## config.mk

```make
export PLATFORM = sky130hd
export DESIGN_NAME = mio_bus_arbiter
export DESIGN_NICKNAME = d
export VERILOG_FILES = /design/src/rtl/mio_bus_arbiter.sv
export SDC_FILE = /design/constraint.sdc
export NUM_CORES = 1
export LEC_CHECK = 0
export BUFFER_PORTS_ARGS = -buffer_cell sky130_fd_sc_hd__buf_2
export CAP_MARGIN = 20
export CORE_MARGIN = 1.5
export CORE_UTILIZATION = 42
export DETAILED_ROUTE_END_ITERATION = 10
export PLACE_DENSITY = 0.78
export SYNTH_ARGS = -nofsm -noshare
export SYNTH_HDL_FRONTEND = slang
export SYNTH_SLANG_ARGS = --single-unit
```

## constraint.sdc

```tcl
create_clock -name clk -period 1.85 [get_ports clk]
set_clock_uncertainty 0.15 [all_clocks]
set_input_delay 0.0925 -clock clk [delete_from_list [all_inputs] [get_ports clk]]
set_output_delay 0.0925 -clock clk [all_outputs]
set_load 0.005 [all_outputs]
```

## src/rtl/mio_bus_arbiter.sv

```systemverilog
// Two-master round-robin arbiter for the shared memory/IO bus.
// Holds the memory strobe for MEM_LAT cycles, then pulses the owner's ready.
module mio_bus_arbiter #(
  parameter int unsigned MEM_LAT = 1,
  parameter int unsigned AW      = 32,
  parameter int unsigned DW      = 32
) (
  input  logic          clk,
  input  logic          reset,
  input  logic          m0_rd,
  input  logic          m0_wr,
  input  logic [AW-1:0] m0_addr,
  input  logic [DW-1:0] m0_wdata,
  output logic [DW-1:0] m0_rdata,
  output logic          m0_ready,
  input  logic          m1_rd,
  input  logic          m1_wr,
  input  logic [AW-1:0] m1_addr,
  input  logic [DW-1:0] m1_wdata,
  output logic [DW-1:0] m1_rdata,
  output logic          m1_ready,
  output logic          mem_en,
  output logic          mem_we,
  output logic [AW-1:0] mem_addr,
  output logic [DW-1:0] mem_wdata,
  input  logic [DW-1:0] mem_rdata,
  output logic          owner,
  output logic          busy
);

  typedef enum logic [1:0] {
    IDLE   = 2'd0,
    ACCESS = 2'd1,
    DONE   = 2'd2
  } state_e;

  localparam logic [3:0] LAT_M1 = 4'(MEM_LAT - 1);

  state_e        state_q, state_d;
  logic [3:0]    cnt_q, cnt_d;
  logic          mem_en_q, mem_en_d;
  logic          mem_we_q, mem_we_d;
  logic [AW-1:0] mem_addr_q, mem_addr_d;
  logic [DW-1:0] mem_wdata_q, mem_wdata_d;
  logic          m0_ready_q, m0_ready_d;
  logic          m1_ready_q, m1_ready_d;
  logic [DW-1:0] m0_rdata_q, m0_rdata_d;
  logic [DW-1:0] m1_rdata_q, m1_rdata_d;
  logic          owner_q, owner_d;
  logic          busy_q, busy_d;
  logic          prio_q, prio_d;

  logic          req0;
  logic          req1;
  logic          pick1;

  assign req0  = m0_rd | m0_wr;
  assign req1  = m1_rd | m1_wr;
  // prio_q names the master that wins a tie
  assign pick1 = req1 & (~req0 | prio_q);

  always_comb begin
    state_d     = state_q;
    cnt_d       = cnt_q;
    mem_en_d    = mem_en_q;
    mem_we_d    = mem_we_q;
    mem_addr_d  = mem_addr_q;
    mem_wdata_d = mem_wdata_q;
    m0_ready_d  = 1'b0;
    m1_ready_d  = 1'b0;
    m0_rdata_d  = m0_rdata_q;
    m1_rdata_d  = m1_rdata_q;
    owner_d     = owner_q;
    busy_d      = busy_q;
    prio_d      = prio_q;

    unique case (state_q)
      IDLE: begin
        if (req0 | req1) begin
          owner_d     = pick1;
          mem_addr_d  = pick1 ? m1_addr : m0_addr;
          mem_wdata_d = pick1 ? m1_wdata : m0_wdata;
          mem_we_d    = pick1 ? m1_wr : m0_wr;
          mem_en_d    = 1'b1;
          cnt_d       = LAT_M1;
          busy_d      = 1'b1;
          state_d     = ACCESS;
        end
      end
      ACCESS: begin
        if (cnt_q == 4'd0) begin
          if (!mem_we_q) begin
            if (owner_q) m1_rdata_d = mem_rdata;
            else         m0_rdata_d = mem_rdata;
          end
          m0_ready_d = ~owner_q;
          m1_ready_d = owner_q;
          mem_en_d   = 1'b0;
          mem_we_d   = 1'b0;
          state_d    = DONE;
        end else begin
          cnt_d = cnt_q - 4'd1;
        end
      end
      DONE: begin
        prio_d  = ~owner_q;
        busy_d  = 1'b0;
        state_d = IDLE;
      end
      default: begin
        state_d = IDLE;
      end
    endcase
  end

  always_ff @(posedge clk) begin
    if (reset) begin
      state_q     <= IDLE;
      cnt_q       <= 4'd0;
      mem_en_q    <= 1'b0;
      mem_we_q    <= 1'b0;
      mem_addr_q  <= '0;
      mem_wdata_q <= '0;
      m0_ready_q  <= 1'b0;
      m1_ready_q  <= 1'b0;
      m0_rdata_q  <= '0;
      m1_rdata_q  <= '0;
      owner_q     <= 1'b0;
      busy_q      <= 1'b0;
      prio_q      <= 1'b0;
    end else begin
      state_q     <= state_d;
      cnt_q       <= cnt_d;
      mem_en_q    <= mem_en_d;
      mem_we_q    <= mem_we_d;
      mem_addr_q  <= mem_addr_d;
      mem_wdata_q <= mem_wdata_d;
      m0_ready_q  <= m0_ready_d;
      m1_ready_q  <= m1_ready_d;
      m0_rdata_q  <= m0_rdata_d;
      m1_rdata_q  <= m1_rdata_d;
      owner_q     <= owner_d;
      busy_q      <= busy_d;
      prio_q      <= prio_d;
    end
  end

  assign mem_en    = mem_en_q;
  assign mem_we    = mem_we_q;
  assign mem_addr  = mem_addr_q;
  assign mem_wdata = mem_wdata_q;
  assign m0_ready  = m0_ready_q;
  assign m1_ready  = m1_ready_q;
  assign m0_rdata  = m0_rdata_q;
  assign m1_rdata  = m1_rdata_q;
  assign owner     = owner_q;
  assign busy      = busy_q;

endmodule

```

After elaboration in Yosys (flattened, before gate mapping)
Index checks and enable logic that the tools add are counted.
{ "totals": {"inputBits": 166, "word_cells": 56, "output_inout_bits": 134, "regBits": 141} }
{ "op_classes": {"n_reduce_logical": 12, "n_eq_ne": 5, "addsub": 1, "n_bitwise": 10, "n_mux": 15} }
{ "ops": {"columns": ["op", "n"], "rows": [
  ["$mux W32", 2],
  ["$mux W4", 2],
  ["$pmux W4 S2", 1],
  ["$reduce_and A4 Y1", 2],
  ["$ne A2 B2 Y1 const B", 3],
  ["$pmux W1 S2", 3],
  ["$reduce_and A2 Y1", 3],
  ["$reduce_and A3 Y1", 2],
  ["$not A1 Y1", 5],
  ["$logic_not A4 Y1", 1],
  ["$mux W1", 4],
  ["$mux W2", 2],
  ["$or A1 B1 Y1", 4],
  ["$pmux W2 S2", 1],
  ["$reduce_bool A2 Y1", 2],
  ["$sub A4 B1 Y4 const B", 1],
  ["$reduce_or A3 Y1", 1],
  ["$eq A2 B1 Y1 const B", 1],
  ["$eq A2 B2 Y1 const B", 1],
  ["$logic_not A2 Y1", 1],
  ["$and A1 B1 Y1", 1]
]} }

Logic depth before layout (Yosys ltp)
{ "logic_depth": {"word_depth": 7, "depth_mapped": 7, "depth_no_buf": 5} }

Worst setup path after synthesis
Ideal clock, no wire load.
{ "synth_path": {"kind": "register -> register", "startpoint": "reg cnt_q[0]", "endpoint": "reg m0_rdata_q[10] (netlist: m0_rdata[10])", "arrival_ns": 1.661, "path_stages_with_launch": 7, "t_required_ns": 1.568, "setup_slack_ns": -0.093, "synth_period_minus_slack_ns": 1.943, "setup_time_ns": 0.132, "n_path_buf": 1, "cell_sequence": "dfxtp_1 -> inv_1 -> ha_1 -> or4b_2 -> clkbuf_1 -> o21ai_0 -> a21oi_1"} }
{ "synth_between": {"elab_chain_len": 2} }
{ "synth_lines": {"columns": ["element", "line", "text"], "rows": [
  ["start, declared", "40", "logic [3:0] cnt_q, cnt_d;"],
  ["start signal, assigned", "133", "cnt_q <= cnt_d;"],
  ["$logic_not A4 Y1", "91", "if (cnt_q == 4'd0) begin"],
  ["$reduce_and A4 Y1 (no source line)", null, null],
  ["end signal, assigned", "140", "m0_rdata_q <= m0_rdata_d;"],
  ["end, declared", "47", "logic [DW-1:0] m0_rdata_q, m0_rdata_d;"]
]} }
No other way between the ends.
A chain may end at the register's enable or synchronous reset.

Worst setup path in the final report
{ "layout_path": {"startpoint": "reg cnt_q[1]", "endpoint": "reg m1_rdata_q[26] (netlist: m1_rdata[26])"} }
{ "layout_between": {"elab_chain_len": 2} }
{ "layout_lines": {"columns": ["element", "line", "text"], "rows": [
  ["$logic_not A4 Y1", "91", null],
  ["$reduce_and A4 Y1 (no source line)", null, null],
  ["end signal, assigned", "141", "m1_rdata_q <= m1_rdata_d;"],
  ["end, declared", "48", "logic [DW-1:0] m1_rdata_q, m1_rdata_d;"]
]} }
No other way between the ends.

==> qor.yml <==
final_layout:
  fin_nets: 1334
  diodes: 0
  syn_to_final_growth_pct: 66.9
  drive_gt1_share_pct: 35.3
  final_cells: 1362
  final.fill_count: 1016
  regArea_um2: 2820
  multiInputGateArea_um2: 3120
routing:
  wire_per_inst_um: 20.4
  first_pass_iters: 8
  via_per_inst: 6.06
  drt_iter0_markers: 828
  vias: 8250
  ant_nets: 0
  routed_wl_mm: 27.7
  drc: 0
floorplan:
  chipHeight_um: 125
  start_util_pct: 43.0
  rows: 44
  ioPinCount: 300
  dieArea_um2: 15600
  die_x_um: 125
  coreArea_um2: 14500
pwr:
  ir_worst_vdd_v: 0.000621
  power.density_nw_per_um2: 936
  power_leakage_nw: 4.42
  power_mw: 9.77
critical_path:
  max_stage_delay_ns: 0.33
  critPathMaxFanout: 8
  reg2regPathDepth: 8
  r2r_end: "m1_rdata[26]"
  reg2reg_slack_ns: 0.07
  regToRegStartpoint: "cnt_q[1]"
  worstSetupStartpointType: "flip-flop"
  cp.required_ns: 2.04
  worstPathArrival_ns: 1.97
  crit_chain: "inv_2 > ha_4 > buf_4 > nor4bb_4 > buf_4 > buf_6 > nand3_1 > a21oi_1"
  path_common_cell: "buf_4"
  worstSetupEndpointType: "flip-flop"
  path_class: "reg -> reg"
  slowest_stage: "dfxtp_1"
timing:
  slew_violations: 0
  hold_slack_ns: 0.0634
  setup_viol: 0
  fmax_mhz: 563
  period_share_pct: 96.0
  fin_setup_tns_ns: 0
  hold_viol: 0
  rsz0062_at_grt: "false"
  worstMarginPinSlew_ns: 0.421
  post-route-min-period_ns: 1.78
  slew_headroom_pct: 71.7
synthesis:
  synth_flop_cell: "dfxtp_1"
  synth_edf_count: 0
  synthArstFlopShare_pct: 0
  synth-adder-area-share_pct: 0.400
  yosys.area_share.xor_xnor_pct: 0
  syn_area_um2: 6250
  syn-mean-instance-area_um2: 8.45
  synth_compound_area_share_pct: 34.6
  ys_ff_latch: 141
  ys_types: 40
  synth_top_family_by_area: "compound AO/OA/AOI/OAI gates"
  synthCells: 740
  synth-simple-area-share_pct: 13.4
  yosysSeqAreaShare_pct: 45.2
  yosys_warnings: 0
  yosys-mux-area-fraction_pct: 0
  syn_nets: 908
clock_tree:
  clock_latency_ns: 0.41
  cts_tree: "built"
  clk_pin_slew_worst_paths_ns: 0.06
  h-tree-depth: 4
  cts_buffers: 17
  clk_path_buf_depth: 2
  cts_sinks: 141
  root_buffer: "clkbuf_16"
global_route:
  grt.overflow.total: 0
  grt_pass1_vias: 8156
  antenna_found_initial: 0
  grt_pass1_wl_mm: 43.1
  grt_start_max_net_pins: 67
  gr-usage-all-layers_pct: 33.9
placed_design:
  gp_congestion: 0.821
  dp_hpwl_mm: 13.4
  portBuffers: 299
  dp.cells: 1164
status:
  run_status: "finished clean"
worst_hold_path:
  hold_end: "mem_we"
  worstHoldStart: "m1_wr"
  whs_path_depth: 4
  hold_class: "in -> reg"
job:
  cap_violations: 0
==> layout make-up <==
cell class | instances | share of cell area (%)
Clock buffer | 17 | 4.08
Clock inverter | 14 | 2.31
Inverter | 5 | 0.180
Multi-Input combinational cell | 502 | 29.9
Sequential cell | 141 | 27.1
Tap cell | 184 | 2.21
Timing Repair Buffer | 499 | 34.3
==> cells in the final DEF (no fill, tap or decap), types with 3 or more instances in the layout <==
cell | synthesis | routed
a21oi_1 | 132 | 132
a311oi_1 | 37 | 37
a311oi_2 | 27 | 27
buf_12 | 0 | 12
buf_2 | 3 | 298
buf_4 | 0 | 26
bufinv_16 | 0 | 6
clkbuf_16 | 0 | 18
clkinv_4 | 0 | 3
dfxtp_1 | 141 | 140
dlygate4sd3_1 | 0 | 161
inv_1 | 5 | 3
nand2b_1 | 4 | 4
nand3_1 | 130 | 130
nor2_1 | 6 | 4
o21ai_0 | 131 | 123
o21ai_1 | 0 | 8
==> how the worst max path moves through the flow <==
stage | depth (start not counted) | startpoint | end | slack, ns
finish | 8 | cnt_q[1] | m1_rdata[26] | 0.07
CTS | 5 | cnt_q[1] | m0_rdata[25] | -0.009
global route | 8 | cnt_q[1] | m1_rdata[12] | 0.00006
global placement | 5 | m1_rd | mem_wdata[23] | 0.04
floorplan | 7 | cnt_q[0] | m1_rdata[2] | 0.09
detailed placement | 5 | m1_rd | mem_wdata[28] | -0.05
==> cell families (layout without fill, tap and decap cells) <==
logic type | Yosys count | after routing
buffers and inverters | 98 | 535
AOI/OAI and AO/OA | 340 | 340
adders and majority gates | 2 | 2
and+or+nand+nor | 159 | 160
DFF | 141 | 141
==> state kept, by name (all words and copies together) (netlist names), 2 cells and up <==
signal and count:
m0_rdata 32, m1_rdata 32, mem_addr 32, mem_wdata 32
cnt_q 4, state_q 2
==> power by group <==
part	leakage, nW	switching (mW)	internal (mW)	total, mW
sequential	1.16	0.176	3.33	3.51
combinational	2.94	1.30	1.07	2.37
clock	0.324	1.36	2.53	3.89
total	4.42	2.83	6.93	9.77
==> cells in the mapped netlist (2+ instances only) <==
cell type	instances	area (um2)
dfxtp_1	141	2820
a21oi_1	132	661
o21ai_0	131	656
nand3_1	130	651
clkbuf_1	86	323
a311oi_1	37	324
a311oi_2	27	405
nor2_1	6	22.5
inv_1	5	18.8
buf_6	4	45.0
nand2b_1	4	25.0
buf_2	3	15.0
nor3b_1	3	22.5
a211oi_2	2	25.0
ha_1	2	25.0
nor2b_1	2	12.5
nor4_1	2	12.5
==> critical path: cells and delay by family, from the launching register on <==
family	cells	cell delay, ns
buffers and inverters	4	0.57
adders and majority gates	1	0.14
DFF	1	0.33
AOI/OAI and AO/OA	1	0.14
and+or+nand+nor	2	0.36
==> through the flow <==
stage | instance area [um2] | utilization (%) | worst slack, ns
2_1_floorplan | 6270 | - | 0.0865
3_3_place_gp | 8070 | 55.5 | 0.0361
3_5_place_dp | 8070 | 55.5 | -0.0458
4_1_cts | 10300 | 71.2 | -0.00852
5_1_grt | 10400 | 71.8 | 0.0000597
6_report | 10400 | 71.8 | 0.0741
==> per-layer routing <==
layer | part of all wire (%) | up-vias | track usage (%)
li1 | - | 3639 | -
met1 | 37 | 3800 | 40.0
met2 | 47 | 673 | 55.4
met3 | 10 | 138 | 8.26
met4 | 6.1 | 0 | 21.2
met5 | 0 | - | 0
==> what timing repair did <==
item / 4_1_cts / 5_1_grt
setup buffers: 0 / 3
resized for setup: 5 / 8
pin swaps: 0 / 1
cloned: 0 / 3
hold buffers: 161 / 0
setup endpoints to repair: 7 / 45
hold endpoints to repair: 133 / 0
Note: power is estimated with default switching activity, not from simulation.
